$ cat src/rtl/nmi2apb_pkg.sv
// Shared types and helpers for the NMI-to-APB crossbar.
// FSM state encoding, error counter width and the address window match.
package nmi2apb_pkg;

    typedef enum logic [1:0] {
        ST_IDLE   = 2'd0,
        ST_SETUP  = 2'd1,
        ST_ACCESS = 2'd2,
        ST_RESP   = 2'd3
    } state_e;

    localparam int unsigned ERR_CNT_W = 8;
    localparam int unsigned MAX_AW    = 64;

    // Callers zero-extend narrower addresses to MAX_AW.
    function automatic logic decode_hit(input logic [MAX_AW-1:0] addr,
                                        input logic [MAX_AW-1:0] base,
                                        input logic [MAX_AW-1:0] mask);
        return (addr & mask) == base;
    endfunction

endpackage

$ cat src/rtl/nmi2apb_decoder.sv
// Combinational address decoder: one-hot hit vector with lowest-index priority
// plus a miss flag when no window matches.
module nmi2apb_decoder
    import nmi2apb_pkg::*;
#(
    parameter int unsigned           N_SLV    = 4,
    parameter int unsigned           AW       = 32,
    parameter logic [N_SLV*AW-1:0]   SLV_BASE = '0,
    parameter logic [N_SLV*AW-1:0]   SLV_MASK = '0
) (
    input  logic [AW-1:0]    addr_i,
    output logic [N_SLV-1:0] hit_o,
    output logic             miss_o
);

    logic found;

    always_comb begin
        hit_o = '0;
        found = 1'b0;
        for (int unsigned i = 0; i < N_SLV; i++) begin
            if (!found && decode_hit(MAX_AW'(addr_i),
                                     MAX_AW'(SLV_BASE[i*AW +: AW]),
                                     MAX_AW'(SLV_MASK[i*AW +: AW]))) begin
                hit_o[i] = 1'b1;
                found    = 1'b1;
            end
        end
        miss_o = !found;
    end

endmodule

$ cat src/rtl/nmi2apb_xbar.sv
// PicoRV32 native-memory-interface master fanned out to N_SLV APB4 completers,
// with decode-miss, PSLVERR and wait-state timeout reporting.
module nmi2apb_xbar
    import nmi2apb_pkg::*;
#(
    parameter int unsigned         N_SLV    = 4,
    parameter int unsigned         AW       = 32,
    parameter int unsigned         DW       = 32,
    parameter logic [N_SLV*AW-1:0] SLV_BASE = '0,
    parameter logic [N_SLV*AW-1:0] SLV_MASK = '0,
    parameter int unsigned         TIMEOUT  = 255,
    parameter logic [31:0]         ERR_DATA = 32'hDEADBEEF
) (
    input  logic                 clk_i,
    input  logic                 rst_ni,
    input  logic                 mem_valid_i,
    output logic                 mem_ready_o,
    input  logic [AW-1:0]        mem_addr_i,
    input  logic [DW-1:0]        mem_wdata_i,
    input  logic [DW/8-1:0]      mem_wstrb_i,
    output logic [DW-1:0]        mem_rdata_o,
    output logic [N_SLV-1:0]     psel_o,
    output logic                 penable_o,
    output logic                 pwrite_o,
    output logic [AW-1:0]        paddr_o,
    output logic [DW-1:0]        pwdata_o,
    output logic [DW/8-1:0]      pstrb_o,
    input  logic [N_SLV-1:0]     pready_i,
    input  logic [N_SLV*DW-1:0]  prdata_i,
    input  logic [N_SLV-1:0]     pslverr_i,
    output logic                 err_o,
    output logic [ERR_CNT_W-1:0] err_cnt_o
);

    localparam int unsigned    TW     = (TIMEOUT < 2) ? 1 : $clog2(TIMEOUT);
    localparam logic [DW-1:0]  ERR_DW = DW'(ERR_DATA);

    state_e               state_q, state_d;
    logic [N_SLV-1:0]     psel_d;
    logic                 penable_d, pwrite_d;
    logic [AW-1:0]        paddr_d;
    logic [DW-1:0]        pwdata_d;
    logic [DW/8-1:0]      pstrb_d;
    logic                 ready_d, err_d;
    logic [DW-1:0]        rdata_d;
    logic [ERR_CNT_W-1:0] cnt_d;
    logic [TW-1:0]        wait_q, wait_d;

    logic [N_SLV-1:0]     hit;
    logic                 miss;
    logic                 sel_rdy, sel_err;
    logic [DW-1:0]        sel_rdata;

    // Decoding the incoming address lets psel_o be registered on the capture edge.
    nmi2apb_decoder #(
        .N_SLV    (N_SLV),
        .AW       (AW),
        .SLV_BASE (SLV_BASE),
        .SLV_MASK (SLV_MASK)
    ) u_decoder (
        .addr_i (mem_addr_i),
        .hit_o  (hit),
        .miss_o (miss)
    );

    always_comb begin
        sel_rdy   = 1'b0;
        sel_err   = 1'b0;
        sel_rdata = '0;
        for (int unsigned i = 0; i < N_SLV; i++) begin
            if (psel_o[i]) begin
                sel_rdy   = sel_rdy | pready_i[i];
                sel_err   = sel_err | pslverr_i[i];
                sel_rdata = sel_rdata | prdata_i[i*DW +: DW];
            end
        end
    end

    always_comb begin
        state_d   = state_q;
        psel_d    = psel_o;
        penable_d = penable_o;
        pwrite_d  = pwrite_o;
        paddr_d   = paddr_o;
        pwdata_d  = pwdata_o;
        pstrb_d   = pstrb_o;
        ready_d   = 1'b0;
        err_d     = 1'b0;
        rdata_d   = '0;
        cnt_d     = err_cnt_o;
        wait_d    = wait_q;

        unique case (state_q)
            ST_IDLE: begin
                if (mem_valid_i) begin
                    if (miss) begin
                        state_d = ST_RESP;
                        ready_d = 1'b1;
                        err_d   = 1'b1;
                        rdata_d = ERR_DW;
                    end else begin
                        state_d   = ST_SETUP;
                        psel_d    = hit;
                        penable_d = 1'b0;
                        pwrite_d  = |mem_wstrb_i;
                        paddr_d   = mem_addr_i;
                        pwdata_d  = mem_wdata_i;
                        pstrb_d   = mem_wstrb_i;
                    end
                end
            end
            ST_SETUP: begin
                state_d   = ST_ACCESS;
                penable_d = 1'b1;
                wait_d    = '0;
            end
            ST_ACCESS: begin
                if (sel_rdy || (TIMEOUT != 0 && 32'(wait_q) == TIMEOUT - 1)) begin
                    state_d   = ST_RESP;
                    ready_d   = 1'b1;
                    err_d     = !sel_rdy || sel_err;
                    rdata_d   = (!sel_rdy || sel_err) ? ERR_DW : sel_rdata;
                    psel_d    = '0;
                    penable_d = 1'b0;
                    pwrite_d  = 1'b0;
                    paddr_d   = '0;
                    pwdata_d  = '0;
                    pstrb_d   = '0;
                end else begin
                    wait_d = wait_q + 1'b1;
                end
            end
            ST_RESP: begin
                state_d = ST_IDLE;
            end
            default: state_d = ST_IDLE;
        endcase

        // Counter advances on the edge that enters RESP, so it is current while err_o is high.
        if (err_d && err_cnt_o != '1) begin
            cnt_d = err_cnt_o + 1'b1;
        end
    end

    always_ff @(posedge clk_i or negedge rst_ni) begin
        if (!rst_ni) begin
            state_q     <= ST_IDLE;
            psel_o      <= '0;
            penable_o   <= 1'b0;
            pwrite_o    <= 1'b0;
            paddr_o     <= '0;
            pwdata_o    <= '0;
            pstrb_o     <= '0;
            mem_ready_o <= 1'b0;
            mem_rdata_o <= '0;
            err_o       <= 1'b0;
            err_cnt_o   <= '0;
            wait_q      <= '0;
        end else begin
            state_q     <= state_d;
            psel_o      <= psel_d;
            penable_o   <= penable_d;
            pwrite_o    <= pwrite_d;
            paddr_o     <= paddr_d;
            pwdata_o    <= pwdata_d;
            pstrb_o     <= pstrb_d;
            mem_ready_o <= ready_d;
            mem_rdata_o <= rdata_d;
            err_o       <= err_d;
            err_cnt_o   <= cnt_d;
            wait_q      <= wait_d;
        end
    end

endmodule
$ cat config.mk
export PLATFORM = sky130hd
export DESIGN_NAME = nmi2apb_xbar
export DESIGN_NICKNAME = d
export VERILOG_FILES = /design/src/rtl/nmi2apb_pkg.sv /design/src/rtl/nmi2apb_decoder.sv /design/src/rtl/nmi2apb_xbar.sv
export SDC_FILE = /design/constraint.sdc
export NUM_CORES = 1
export LEC_CHECK = 0
export BUFFER_PORTS_ARGS = -buffer_cell sky130_fd_sc_hd__buf_2
export CAP_MARGIN = 20
export CORE_AREA = 2 2 125 127
export CTS_CLUSTER_SIZE = 24
export DETAILED_ROUTE_END_ITERATION = 10
export DIE_AREA = 0 0 127 129
export GPL_ROUTABILITY_DRIVEN = 1
export PLACE_DENSITY = 0.66
export SETUP_SLACK_MARGIN = 0.5
export SLEW_MARGIN = 20
export SYNTH_ARGS = -nofsm -noshare
export SYNTH_HDL_FRONTEND = slang
export SYNTH_SLANG_ARGS = --single-unit
$ cat constraint.sdc
create_clock -name clk_i -period 2 [get_ports clk_i]
set_input_delay 0.4 -clock clk_i [delete_from_list [all_inputs] [get_ports clk_i]]
set_output_delay 0.4 -clock clk_i [all_outputs]
set_load 0.02 [all_outputs]
After elaboration in Yosys (flattened, before gate mapping). Cells that the tools add are included. W data, S select, Z words.

Multiplexer cells: 39. Equal/unequal tests: 8. $add $sub $neg: 2. Reduce and logical (&&, ||, !) cells: 13. Bitwise gates (word level): 9.

Operators by type and width (number): $mux W32 (10); $pmux W32 S2 (2); $or A32 B32 Y32 (3); $add A8 B1 Y8 const B (2); $pmux W4 S2 (2); $pmux W8 S2 (1); $mux W1 (15); $mux W4 (3); $eq A8 B8 Y1 const B (1); $mux W8 (1); $ne A8 B8 Y1 const B (1); $pmux W2 S4 (1); $ne A2 B2 Y1 const B (3); $or A1 B1 Y1 (6); $reduce_and A3 Y1 (2); $eq A2 B2 Y1 const B (2); $mux W2 (2); $reduce_and A2 Y1 (2); $reduce_bool A2 Y1 (2); $reduce_or A4 Y1 (1); $pmux W1 S3 (1); $reduce_bool A3 Y1 (1); $eq A2 B1 Y1 const B (1); $logic_not A2 Y1 (1); other kinds (4) (5).

Input port bits: 207. Bits in registers: 126. Output and inout bits: 116. Word-level logic and storage cells: 83.

Depth between registers and ports, before layout. Gate-level depths: netlist of run 1.

Depth after elaboration: 12. Depth in mapped cells: 9. Depth with buffers taken out: 6.

By module. A second synthesis of run 1 with hierarchy kept.

Cells, all modules: 598. Area total of the unflattened synthesis: 5805.6 um^2.

Modules (own cells, without submodules): nmi2apb_xbar (area an instance 5760.5 um^2, sequential area each 3153.0 um^2, cells an instance 591, times used 1); nmi2apb_decoder (area an instance 45.0 um^2, sequential area each 0.0 um^2, cells an instance 7, times used 1).

Least setup slack after synthesis of run 1. OpenSTA, ideal clock, no wires.

Kind: reg2reg. From: reg state_q[0]. To: reg pwrite_o. Path slack: 0.124 ns. Clock period less this slack: 1.876 ns. Setup time: 0.125 ns. Required time: 1.875 ns. Cell stages (with the launch flop): 8. Buffers on the path: 1. Arrival time: 1.751 ns. Path through: dfrtp_1 > inv_1 > ha_1 > a21boi_2 > a21boi_4 > nor3_4 > buf_6 > mux2_4.

Cells in the longest elaborated chain, start to end: 3. Elaborated cells between the ends (all ways): 7. Classes of those cells: 3 x eq/ne; 1 x mux; 3 x reduce/logical.

RTL lines: from (decl) (line nmi2apb_xbar.sv:38) `state_e state_q, state_d;`; from (signal assigned) (line nmi2apb_xbar.sv:160) `state_q <= state_d;`; $eq A2 B2 Y1 / $logic_not A2 Y1 (equally long branches) (line nmi2apb_xbar.sv:93) `unique case (state_q)`; $ne A2 B2 Y1 (no source line) / $reduce_bool A2 Y1 (equally long branches); $reduce_and A3 Y1 (no source line); to (signal assigned) (line nmi2apb_xbar.sv:163) `pwrite_o <= pwrite_d;`; to (decl) (line nmi2apb_xbar.sv:24) `output logic pwrite_o,`.

Parallel ways exist; a longest one is shown, timed or not. A chain may end at the register's enable or synchronous reset.

Worst setup path in the final report of run 1.
From: reg state_q[1]. To: reg mem_rdata_o[15].

Cells in the longest elaborated chain, start to end: 2.

RTL lines: $eq A2 B2 Y1 (line nmi2apb_xbar.sv:93); $mux W32; net rdata_d[15] (line nmi2apb_xbar.sv:45) `logic [DW-1:0] rdata_d;`; to (signal assigned) (line nmi2apb_xbar.sv:168) `mem_rdata_o <= rdata_d;`; to (decl) (line nmi2apb_xbar.sv:21) `output logic [DW-1:0] mem_rdata_o,`.

The timed path passes the listed nets, and every way through them passes these cells.

==> reports/results.tsv, run 1 <==
stage	metric	value	unit
status	status	completed	
sta	slew_viol_final	0	
placement	gp_congestion	0.756	
yosys	synth_top_family_by_area	simple AND/OR/NAND/NOR gates	
final_layout	final_cell_count_no_fill	986	
power	p_leak	4.35	nW
cts	cts_tree	yes	
final_layout	area_delta_synth_final	54.1	%
yosys	syn_area_per_cell	10.3	um2
sta	finalCritPeriodShare	85.0	%
cts	clk_latency	0.42	ns
yosys	synth_top_area_share	56.9	%
yosys	synth_common_cells	123 x dfrtp_1, 76 x o21ai_0, 73 x inv_1	
global_route	grtUsageTotal	19.3	%
yosys	synth_mux_area_share	0.880	%
drt	wirelength	15800	um
global_route	grt_pass1_vias	4717	
yosys	async_flop_share	100	%
drt	ant_nets	0	
global_route	grt_start_max_net_pins	69	
job	maxCapViolCount	0	
global_route	grt_overflow	0	
yosys	synthesis.area	5410	um2
yosys	ys_seq_area_share	56.9	%
power	vdd_drop_max	842	uV
final_layout	utilization	55.6	%
min_path	whs_endpoint	mem_rdata_o[10]	
sta	rsz0062_at_grt	true	
power	p_per_area	1490	nW/um2
setup_path	rrSetupSlack	0.30	ns
setup_path	rr_worst_depth	7	
setup_path	arrival	2.01	ns
cts	htreeDepth	4	
drt	drtIter0Drc	253	
yosys	ys_types	48	
final_layout	drive_above_1_share	48.7	%
cts	cts-root-buf	clkbuf_16	
yosys	yosysMostFrequentCell	dfrtp_1	
setup_path	worst-path-max-fanout	6	
yosys	synth_xor_area_share	1.46	%
cts	clock_path_buffers	2	
sta	worstMarginPinSlew	0.755	ns
sta	hold_ws	0.178	ns
yosys	synth_compound_area_share	9.42	%
drt	drc	0	
floorplan	die_area	16400	um2
placement	placedCellCount	916	
setup_path	cp-start-kind	flop	
final_layout	nets	1000	
drt	wl_per_cell	16.0	um
sta	skew	0.0140	ns
sta	setup_violations	0	
floorplan	die_x	127	um
setup_path	critPathKind	reg -> reg	
yosys	synthAdderAreaFrac	1.85	%
floorplan	coreArea	15000	um2
global_route	antenna_found_initial	0	
floorplan	die_y	129	um
yosys	synth_seq_cells	123	
yosys	synth_edf_count	0	
cts	cts_inserted_buffers	17	
yosys	yosysWarnings	0	
drt	firstDrtPassIters	4	
floorplan	boundaryPins	323	
yosys	synthSimpleGateAreaFrac	20.8	%
setup_path	cp-end-kind	flop	
placement	place_area	6850	um2
yosys	synth_area_leader_cell	dfrtp_1	
setup_path	crit_path_top_delay_cell	dfrtp_1	
setup_path	critPathMaxStageDelay	0.43	ns
placement	port_buffers	217	
floorplan	start_util	36.1	%
sta	slew_headroom	49.7	%
final_layout	postLayoutCellArea	8330	um2
yosys	syn-instance-count	523	
drt	avgViaCountPerCell	4.96	
yosys	synth.top_cells.by_area	dfrtp_1 57%, nand4b_1 11%, o21ai_0 7.0%	
final_layout	fillers	1332	
min_path	min_path_cells	3	
sta	finalHoldViolations	0	
sta	timing.fmax	588	MHz
placement	dp_hpwl	9450	um
setup_path	path_cells	ha_4 -> buf_12 -> and4_1 -> a31oi_4 -> buf_6 -> bufbuf_16 -> nand2_1	
drt	num_vias	4892	
cts	path_clk_slew	0.06	ns
sta	finalCriticalPeriod	1.70	ns
cts	clock-sinks	123	
floorplan	rows	45	
global_route	grt_pass1_wl	24600	um
final_layout	diodes	0	
setup_path	r2r_end	mem_rdata_o[15]	
setup_path	rr_startpoint	state_q[1]	
yosys	synth_ff_type	dfrtp_1	
setup_path	crit_required	2.31	ns
min_path	min_path_type	in -> reg	
min_path	worstHoldStart	prdata_i[10]	
worst max path at each step:
stage / from / to / slack, ns / cells after the start
after floorplan: state_q[0] / pwrite_o / 0.28 / 7
after global placement: state_q[1] / pwdata_o[18] / -0.003 / 6
after detailed placement: state_q[1] / pwdata_o[27] / -0.03 / 6
after CTS: state_q[1] / psel_o[0] / 0.27 / 7
after global routing: state_q[1] / mem_rdata_o[15] / 0.22 / 7
final: state_q[1] / mem_rdata_o[15] / 0.30 / 7
routing by layer:
layer,track usage [%],vias to the layer above,wire length [um]
met5,0,-,0
met4,6.53,0,209
met3,5.20,17,1000
met2,31.5,179,7900
met1,25.0,2377,6650
li1,-,2319,-
repair_timing:
action,4_1_cts,5_1_grt
pin swaps,21,6
resized for setup,91,80
cloned,9,3
setup buffers,21,4
endpoints found under the hold margin,11,0
endpoints found under the setup margin,112,116
hold buffers,1,0
through the flow:
stage               setup TNS [ns]  total power, mW  setup slack (ns)
floorplan                        0             6.17             0.278
global placement           -0.0114             7.57          -0.00267
detailed placement          -0.545             7.63           -0.0323
CTS                              0             11.8             0.273
global route                     0             13.2             0.218
finish                           0             12.4             0.299
where the power goes:
group | leakage [nW] | internal (mW) | total [mW] | switching, mW
sequential | 1.64 | 3.13 | 3.47 | 0.340
combinational | 2.43 | 2.73 | 5.93 | 3.20
clock | 0.281 | 1.85 | 3.04 | 1.19
layout make-up:
type / instances / area [um2] / area share, %
clock buffers: 17 / 425 / 5.11
clock inverters: 15 / 163 / 1.95
inverters: 73 / 274 / 3.29
multi-input cells: 287 / 2160 / 25.9
flip-flops and latches: 123 / 3080 / 37.0
well taps: 188 / 235 / 2.82
repair buffers: 283 / 1990 / 23.9
logic make-up after synthesis:
family / after synthesis
mux: 4
buf+inv: 115
flops: 123
other cells: 1
xor+xnor: 9
fa+ha+maj: 8
simple gates: 174
compound gates: 89
worst max-delay path: cells and delay by family, from the launching register on:
family / cells / cell delay, ns
fa+ha+maj: 1 / 0.21
compound gates: 1 / 0.23
flops: 1 / 0.43
simple gates: 2 / 0.22
buf+inv: 3 / 0.54
state kept, by name, indices dropped and copies added (netlist names):
signal,flops
mem_ready_o,1
state_q,2
pwrite_o,1
err_o,1
paddr_o,32
mem_rdata_o,32
wait_q,8
err_cnt_o,8
psel_o,1
penable_o,1
pwdata_o,32
pstrb_o,4
cell usage in the layout (no fill, tap or decap), drive strengths merged, types with 2 or more instances in the layout:
| cell type | instances |
|---|---|
| nor2 | 5 |
| conb | 3 |
| nand4b | 68 |
| a21oi | 2 |
| buf | 277 |
| nor2b | 2 |
| clkinvlp | 3 |
| dfrtp | 123 |
| nand2 | 54 |
| clkbuf | 20 |
| clkinv | 5 |
| a21boi | 2 |
| and4 | 3 |
| and3 | 10 |
| nand3 | 15 |
| xnor2 | 3 |
| ha | 8 |
| nor4 | 2 |
| xor2 | 6 |
| nor3 | 3 |
| a31oi | 2 |
| o21ai | 77 |
| bufinv | 2 |
| a31o | 2 |
| nand4 | 4 |
| mux2 | 3 |
| inv | 78 |
| bufbuf | 2 |
No activity file was read; power rests on OpenSTA's default activity.
==> inputs of run 2 (changes only) <==
Settings changed: ABC_AREA set to 1, ABC_CLOCK_PERIOD_IN_PS set to 2000, CORE_AREA 2 2 125 127 to 2 2 124 126, DIE_AREA 0 0 127 129 to 0 0 126 128.
==> reports/results.tsv, run 2 <==
stage	metric	value	unit	change
yosys	async_flop_share	100	%	unchanged
power	p_int	4.55	mW	was 7.71 mW
power	swShare	20.4	%	was 38.0%
cts	cts_inserted_buffers	17		unchanged
sta	setup_tns	0	ns	unchanged
drt	firstDrtPassIters	4		unchanged
yosys	synth_edf_count	0		unchanged
cts	clock_path_buffers	2		unchanged
floorplan	die_area	16100	um2	was 16400 um2
final_layout	drive_above_1_share	47.5	%	was 48.7%
sta	slew_viol_final	0		unchanged
floorplan	die_y	128	um	was 129 um
drt	drtIter0Drc	259		was 253
job	maxCapViolCount	0		unchanged
cts	cts-root-buf	clkbuf_16		unchanged
drt	wirelength	16800	um	was 15800 um
yosys	synth_common_cells	207 x nand2_1, 123 x dfrtp_1, 78 x nand4_1		was 123 x dfrtp_1, 76 x o21ai_0, 73 x inv_1
status	status	finished with violations		was completed
setup_path	rrSetupSlack	0.36	ns	was 0.30 ns
cts	clk_latency	0.41	ns	was 0.42 ns
status	failed_checks	hold timing		
global_route	grt_start_max_net_pins	70		was 69
final_layout	postLayoutCellArea	8120	um2	was 8330 um2
power	power.total	5.71	mW	was 12.4 mW
setup_path	rr_startpoint	wait_q[0]		was state_q[1]
placement	dp_hpwl	9820	um	was 9450 um
yosys	syn_area_per_cell	9.22	um2	was 10.3 um2
cts	cts_tree	yes		unchanged
setup_path	arrival	1.94	ns	was 2.01 ns
setup_path	r2r_end	pwdata_o[24]		was mem_rdata_o[15]
final_layout	final_cell_mix	216 x buf_2, 127 x nand2_1, 122 x dfrtp_1		was 216 x buf_2, 121 x dfrtp_1, 71 x inv_1
sta	finalHoldViolations	5		was 0
sta	timing.fmax	610	MHz	was 588 MHz
sta	finalCriticalPeriod	1.64	ns	was 1.70 ns
placement	gp_congestion	0.780		was 0.756
floorplan	coreArea	14900	um2	was 15000 um2
final_layout	fillers	1310		was 1332
setup_path	cp-start-kind	flop		unchanged
yosys	yosysMostFrequentCell	nand2_1		was dfrtp_1
final_layout	diodes	0		unchanged
drt	drc	0		unchanged
sta	skew	0.00614	ns	was 0.0140 ns
cts	postCtsHoldBufs	0		was 1
sta	finalCritPeriodShare	82.0	%	was 85.0%
yosys	synth_seq_cells	123		unchanged
placement	place_area	6570	um2	was 6850 um2
drt	num_vias	5033		was 4892
final_layout	layout_commonest_cell	buf_2		unchanged
yosys	synth.top_cells.by_area	dfrtp_1 59%, nand2_1 15%, nand4_1 9.3%		was dfrtp_1 57%, nand4b_1 11%, o21ai_0 7.0%
setup_path	crit_required	2.30	ns	was 2.31 ns
yosys	synth_ff_type	dfrtp_1		unchanged
yosys	syn-instance-count	567		was 523
yosys	synth_top_area_share	58.9	%	was 56.9%
cts	clock-sinks	123		unchanged
floorplan	start_util	35.2	%	was 36.1%
power	comb_power_share	3.5	%	was 47.7%
final_layout	utilization	54.7	%	was 55.6%
global_route	grt_pass1_wl	26000	um	was 24600 um
placement	port_buffers	217		unchanged
sta	setup_violations	0		unchanged
drt	avgViaCountPerCell	4.98		was 4.96
min_path	min_path_type	in -> async		was in -> reg
drt	wl_per_cell	16.6	um	was 16.0 um
floorplan	boundaryPins	323		unchanged
floorplan	die_x	126	um	was 127 um
final_layout	area_delta_synth_final	55.4	%	was 54.1%
yosys	yosysWarnings	0		unchanged
power	p_per_area	703	nW/um2	was 1490 nW/um2
cts	htreeDepth	4		unchanged
power	vdd_drop_max	520	uV	was 842 uV
power	clock_power_share	52.9	%	was 24.4%
global_route	grtUsageTotal	20.4	%	was 19.3%
setup_path	cp-end-kind	flop		unchanged
global_route	antenna_found_initial	0		unchanged
global_route	grt_pass1_vias	4954		was 4717
setup_path	critPathKind	reg -> reg		unchanged
final_layout	nets	1027		was 1000
yosys	ys_types	25		was 48
setup_path	worst-path-max-fanout	7		was 6
power	seqPwrFrac	43.6	%	was 27.9%
sta	rsz0062_at_grt	true		unchanged
yosys	synth_area_leader_cell	dfrtp_1		unchanged
global_route	grt_overflow	0		unchanged
floorplan	rows	45		unchanged
yosys	synthesis.area	5230	um2	was 5410 um2
yosys	ys_seq_area_share	58.9	%	was 56.9%
drt	ant_nets	0		unchanged
sta	hold_ws	-0.0133	ns	was 0.178 ns
power	p_switching	1.17	mW	was 4.73 mW
power	p_leak	4.57	nW	was 4.35 nW
final_layout	reg.largest.list	mem_rdata_o (32), paddr_o (32), pwdata_o (32)		unchanged
setup_path	rr_worst_depth	12		was 7
cts	path_clk_slew	0.05	ns	was 0.06 ns
-- run 2: kinds of logic (layout without fill, tap and decap cells) --
kind of cell / Yosys count / count (layout) / synth area share (%)
compound gates: 32 / 32 / 4.26
flops: 123 / 123 / 58.9
xor+xnor: 5 / 5 / 0.837
simple gates: 334 / 334 / 28.8
fa+ha+maj: 8 / 8 / 1.91
other cells: 1 / 3 / 0.0717
buf+inv: 64 / 318 / 5.24
-- run 2: how the worst max path moves through the flow --
stage                       startpoint           end  slack (ns)  depth (start not counted)
after detailed placement    state_q[0]   pwdata_o[6]        0.28                          7
final                        wait_q[0]  pwdata_o[24]        0.36                         12
after floorplan           err_cnt_o[0]  err_cnt_o[5]        0.53                          7
after CTS                    wait_q[0]  pwdata_o[15]        0.43                         12
after global routing         wait_q[0]  err_cnt_o[5]        0.28                         12
after global placement      state_q[0]  pwdata_o[19]        0.28                          7
-- run 2: critical path: stages (launching register included) --
cell	delay, ns
dfrtp_1	0.39
inv_2	0.08
ha_4	0.12
inv_2	0.04
nor2_4	0.10
nand2_2	0.09
nand3_4	0.08
nand3_4	0.10
buf_12	0.15
buf_8	0.13
buf_16	0.15
nand2_2	0.05
nand2_1	0.05
-- run 2: power groups by stage --
stage / Clock, mW / Sequential [mW] / Combinational, mW
2_1_floorplan: 0 / 2.53 / 0.0298
3_3_place_gp: 0 / 2.53 / 0.201
3_5_place_dp: 0 / 2.53 / 0.200
4_1_cts: 3.08 / 2.49 / 0.202
5_1_grt: 3.21 / 2.49 / 0.221
6_report: 3.02 / 2.49 / 0.199
-- run 2: final cells by class --
type | count | area (um2) | share of cell area [%]
Timing Repair Buffer | 265 | 1780 | 21.9
Multi-Input combinational cell | 382 | 2370 | 29.2
Clock buffer | 22 | 454 | 5.59
Sequential cell | 123 | 3080 | 37.9
Clock inverter | 8 | 119 | 1.46
Tap cell | 188 | 235 | 2.90
Inverter | 23 | 91.3 | 1.12
-- run 2: what timing repair did --
action | in CTS | in global routing
cloned | 7 | 3
setup buffers | 23 | 1
gates resized for setup | 94 | 72
endpoints found under the setup margin | 112 | 115
pin swaps | 11 | 2
-- run 2: per-stage QoR --
step	setup WS, ns	std cells
finish	0.360	1011
global route	0.284	1011
CTS	0.429	1007
detailed placement	0.275	947
global placement	0.285	947
floorplan	0.525	569
-- run 2: routing by layer --
| layer | track usage [%] | up-vias | wire, um |
|---|---|---|---|
| met5 | 0 | - | 0 |
| met4 | 7.11 | 0 | 286 |
| met3 | 3.80 | 20 | 940 |
| met2 | 33.5 | 182 | 8230 |
| met1 | 27.4 | 2452 | 7340 |
| li1 | - | 2379 | - |
==> inputs of run 3 (changes only) <==
Settings changed: ABC_AREA 1 to 0, ABC_CLOCK_PERIOD_IN_PS 2000 to 1500, CORE_AREA 2 2 124 126 to 2 2 125 127, DIE_AREA 0 0 126 128 to 0 0 127 129, PLACE_DENSITY 0.66 to 0.69.
Clock period 2 ns to 1.5 ns, I/O delays scaled along.
==> reports/results.tsv, run 3 (synthesis gave the netlist of run 1 again) <==
stage	metric	value	unit	change
global_route	grtUsageTotal	20.0	%	was 20.4%
job	maxCapViolCount	0		unchanged
setup_path	cp_num_buf_inv	3		was 5
setup_path	path_cells	ha_4 -> buf_4 -> and4_4 -> a31oi_4 -> buf_6 -> bufbuf_16 -> nand2_1		was inv_2 -> ha_4 -> inv_2 -> nor2_4 -> nand2_2 -> nand3_4 -> nand3_4 -> buf_12 -> buf_8 -> buf_16 -> nand2_2 -> nand2_1
setup_path	crit_family	buffers and inverters		unchanged
setup_path	crit_required	1.79	ns	was 2.30 ns
cts	cts_inserted_buffers	17		unchanged
setup_path	cp-end-kind	flop		unchanged
cts	htreeDepth	4		unchanged
drt	drc	0		unchanged
cts	path_clk_slew	0.06	ns	was 0.05 ns
cts	clock-sinks	123		unchanged
floorplan	die_x	127	um	was 126 um
setup_path	worst-path-max-fanout	6		was 7
drt	wirelength	17300	um	was 16800 um
cts	cts_tree	yes		unchanged
placement	dpl_worst_slack	-0.275	ns	was 0.275 ns
placement	port_buffers	217		unchanged
status	failed_checks	setup timing		was hold timing
sta	rsz0062_at_grt	true		unchanged
final_layout	layout_commonest_cell	buf_6		was buf_2
sta	setup_tns	-12.85	ns	was 0 ns
final_layout	final_cell_count_no_fill	1042		was 1011
final_layout	reg.largest.list	mem_rdata_o (32), paddr_o (32), pwdata_o (32)		unchanged
status	status	finished with violations		unchanged
power	power.total	17.6	mW	was 5.71 mW
power	vdd_drop_max	1030	uV	was 520 uV
power	p_per_area	1880	nW/um2	was 703 nW/um2
setup_path	critPathMaxStageDelay	0.44	ns	was 0.39 ns
cts	clock_path_buffers	2		unchanged
setup_path	arrival	2.01	ns	was 1.94 ns
floorplan	die_area	16400	um2	was 16100 um2
sta	finalHoldViolations	0		was 5
sta	setup_violations	108		was 0
cts	cts-root-buf	clkbuf_16		unchanged
setup_path	crit_path_top_delay_cell	dfrtp_2		was dfrtp_1
final_layout	final_cell_mix	129 x buf_6, 114 x dfrtp_1, 103 x buf_2		was 216 x buf_2, 127 x nand2_1, 122 x dfrtp_1
final_layout	postLayoutCellArea	9360	um2	was 8120 um2
floorplan	coreArea	15000	um2	was 14900 um2
global_route	grt_start_max_net_pins	50		was 70
global_route	grt_pass1_wl	25900	um	was 26000 um
setup_path	critPathKind	reg -> reg		unchanged
placement	place_area	7140	um2	was 6570 um2
final_layout	area_delta_synth_final	73.1	%	was 55.4%
final_layout	utilization	62.5	%	was 54.7%
floorplan	boundaryPins	323		unchanged
drt	wl_per_cell	16.6	um	about the same
floorplan	start_util	36.1	%	was 35.2%
placement	gp_congestion	0.794		was 0.780
sta	slew_viol_final	0		unchanged
cts	clk_latency	0.42	ns	was 0.41 ns
sta	finalCritPeriodShare	114	%	was 82.0%
global_route	antenna_found_initial	2		was 0
floorplan	die_y	129	um	was 128 um
setup_path	cp-start-kind	flop		unchanged
drt	firstDrtPassIters	6		was 4
drt	avgViaCountPerCell	4.99		was 4.98
sta	finalWorstSetupSlack	-0.217	ns	was 0.360 ns
sta	skew	0.00564	ns	was 0.00614 ns
global_route	grt_overflow	0		unchanged
sta	hold_ws	0.0814	ns	was -0.0133 ns
placement	dp_hpwl	10200	um	was 9820 um
final_layout	nets	1054		was 1027
final_layout	drive_above_1_share	53.2	%	was 47.5%
drt	num_vias	5198		was 5033
floorplan	rows	45		unchanged
power	p_leak	4.69	nW	was 4.57 nW
global_route	grt_pass1_vias	5071		was 4954
sta	timing.fmax	583	MHz	was 610 MHz
min_path	min_path_type	in -> reg		was in -> async
drt	drtIter0Drc	200		was 259
placement	placedCellCount	940		was 947
sta	finalCriticalPeriod	1.72	ns	was 1.64 ns
drt	ant_nets	0		unchanged
## run 3: final timing paths
path / startpoint / endpoint / slack, ns / depth (start not counted)
min in group asynchronous: rst_ni / pwdata_o[16] / 0.35 / 2
hold reg to reg: paddr_o[12] / paddr_o[12] / 0.54 / 2
hold / removal: prdata_i[2] / mem_rdata_o[2] / 0.08 / 3
max in group asynchronous: rst_ni / mem_rdata_o[27] / 0.59 / 3
setup reg to reg: state_q[1] / mem_rdata_o[7] / -0.22 / 7
setup / recovery: state_q[1] / mem_rdata_o[7] / -0.22 / 7
## run 3: cell type report
class                   count  area, um2
diodes                      2       5.00
clock buffers              17        425
clock inverters            15        141
fillers                  1161       5620
inverters                  73        274
multi-input cells         287       2180
flip-flops and latches    123       3090
well taps                 188        235
repair buffers            337       3010
## run 3: power breakdown
group / switching, mW / total, mW / internal [mW]
Sequential: 0.614 / 4.80 / 4.19
Clock: 1.61 / 3.91 / 2.30
Combinational: 4.39 / 8.89 / 4.50
Total: 6.61 / 17.6 / 11.0
## run 3: layer usage
| metal | track usage, % | routed length [um] |
|---|---|---|
| met5 | 0 | 0 |
| met4 | 9.05 | 550 |
| met3 | 4.95 | 988 |
| met2 | 33.5 | 8970 |
| met1 | 24.7 | 6830 |
## run 3: worst register-to-register path, delay by kind of cell (launching register included)
kind | cells | cell delay, ns
AOI/OAI and AO/OA | 1 | 0.22
buffers and inverters | 3 | 0.55
adders and majority gates | 1 | 0.18
DFF | 1 | 0.44
and+or+nand+nor | 2 | 0.22
## run 3: what timing repair did
| action | in CTS | in global routing |
|---|---|---|
| pin swaps | 5 | 8 |
| resized for setup | 287 | 89 |
| hold buffers | 1 | 0 |
| buffers inserted | 35 | 26 |
| setup endpoints to repair | 236 | 236 |
| hold endpoints to repair | 21 | 0 |
| gates cloned | 6 | 0 |
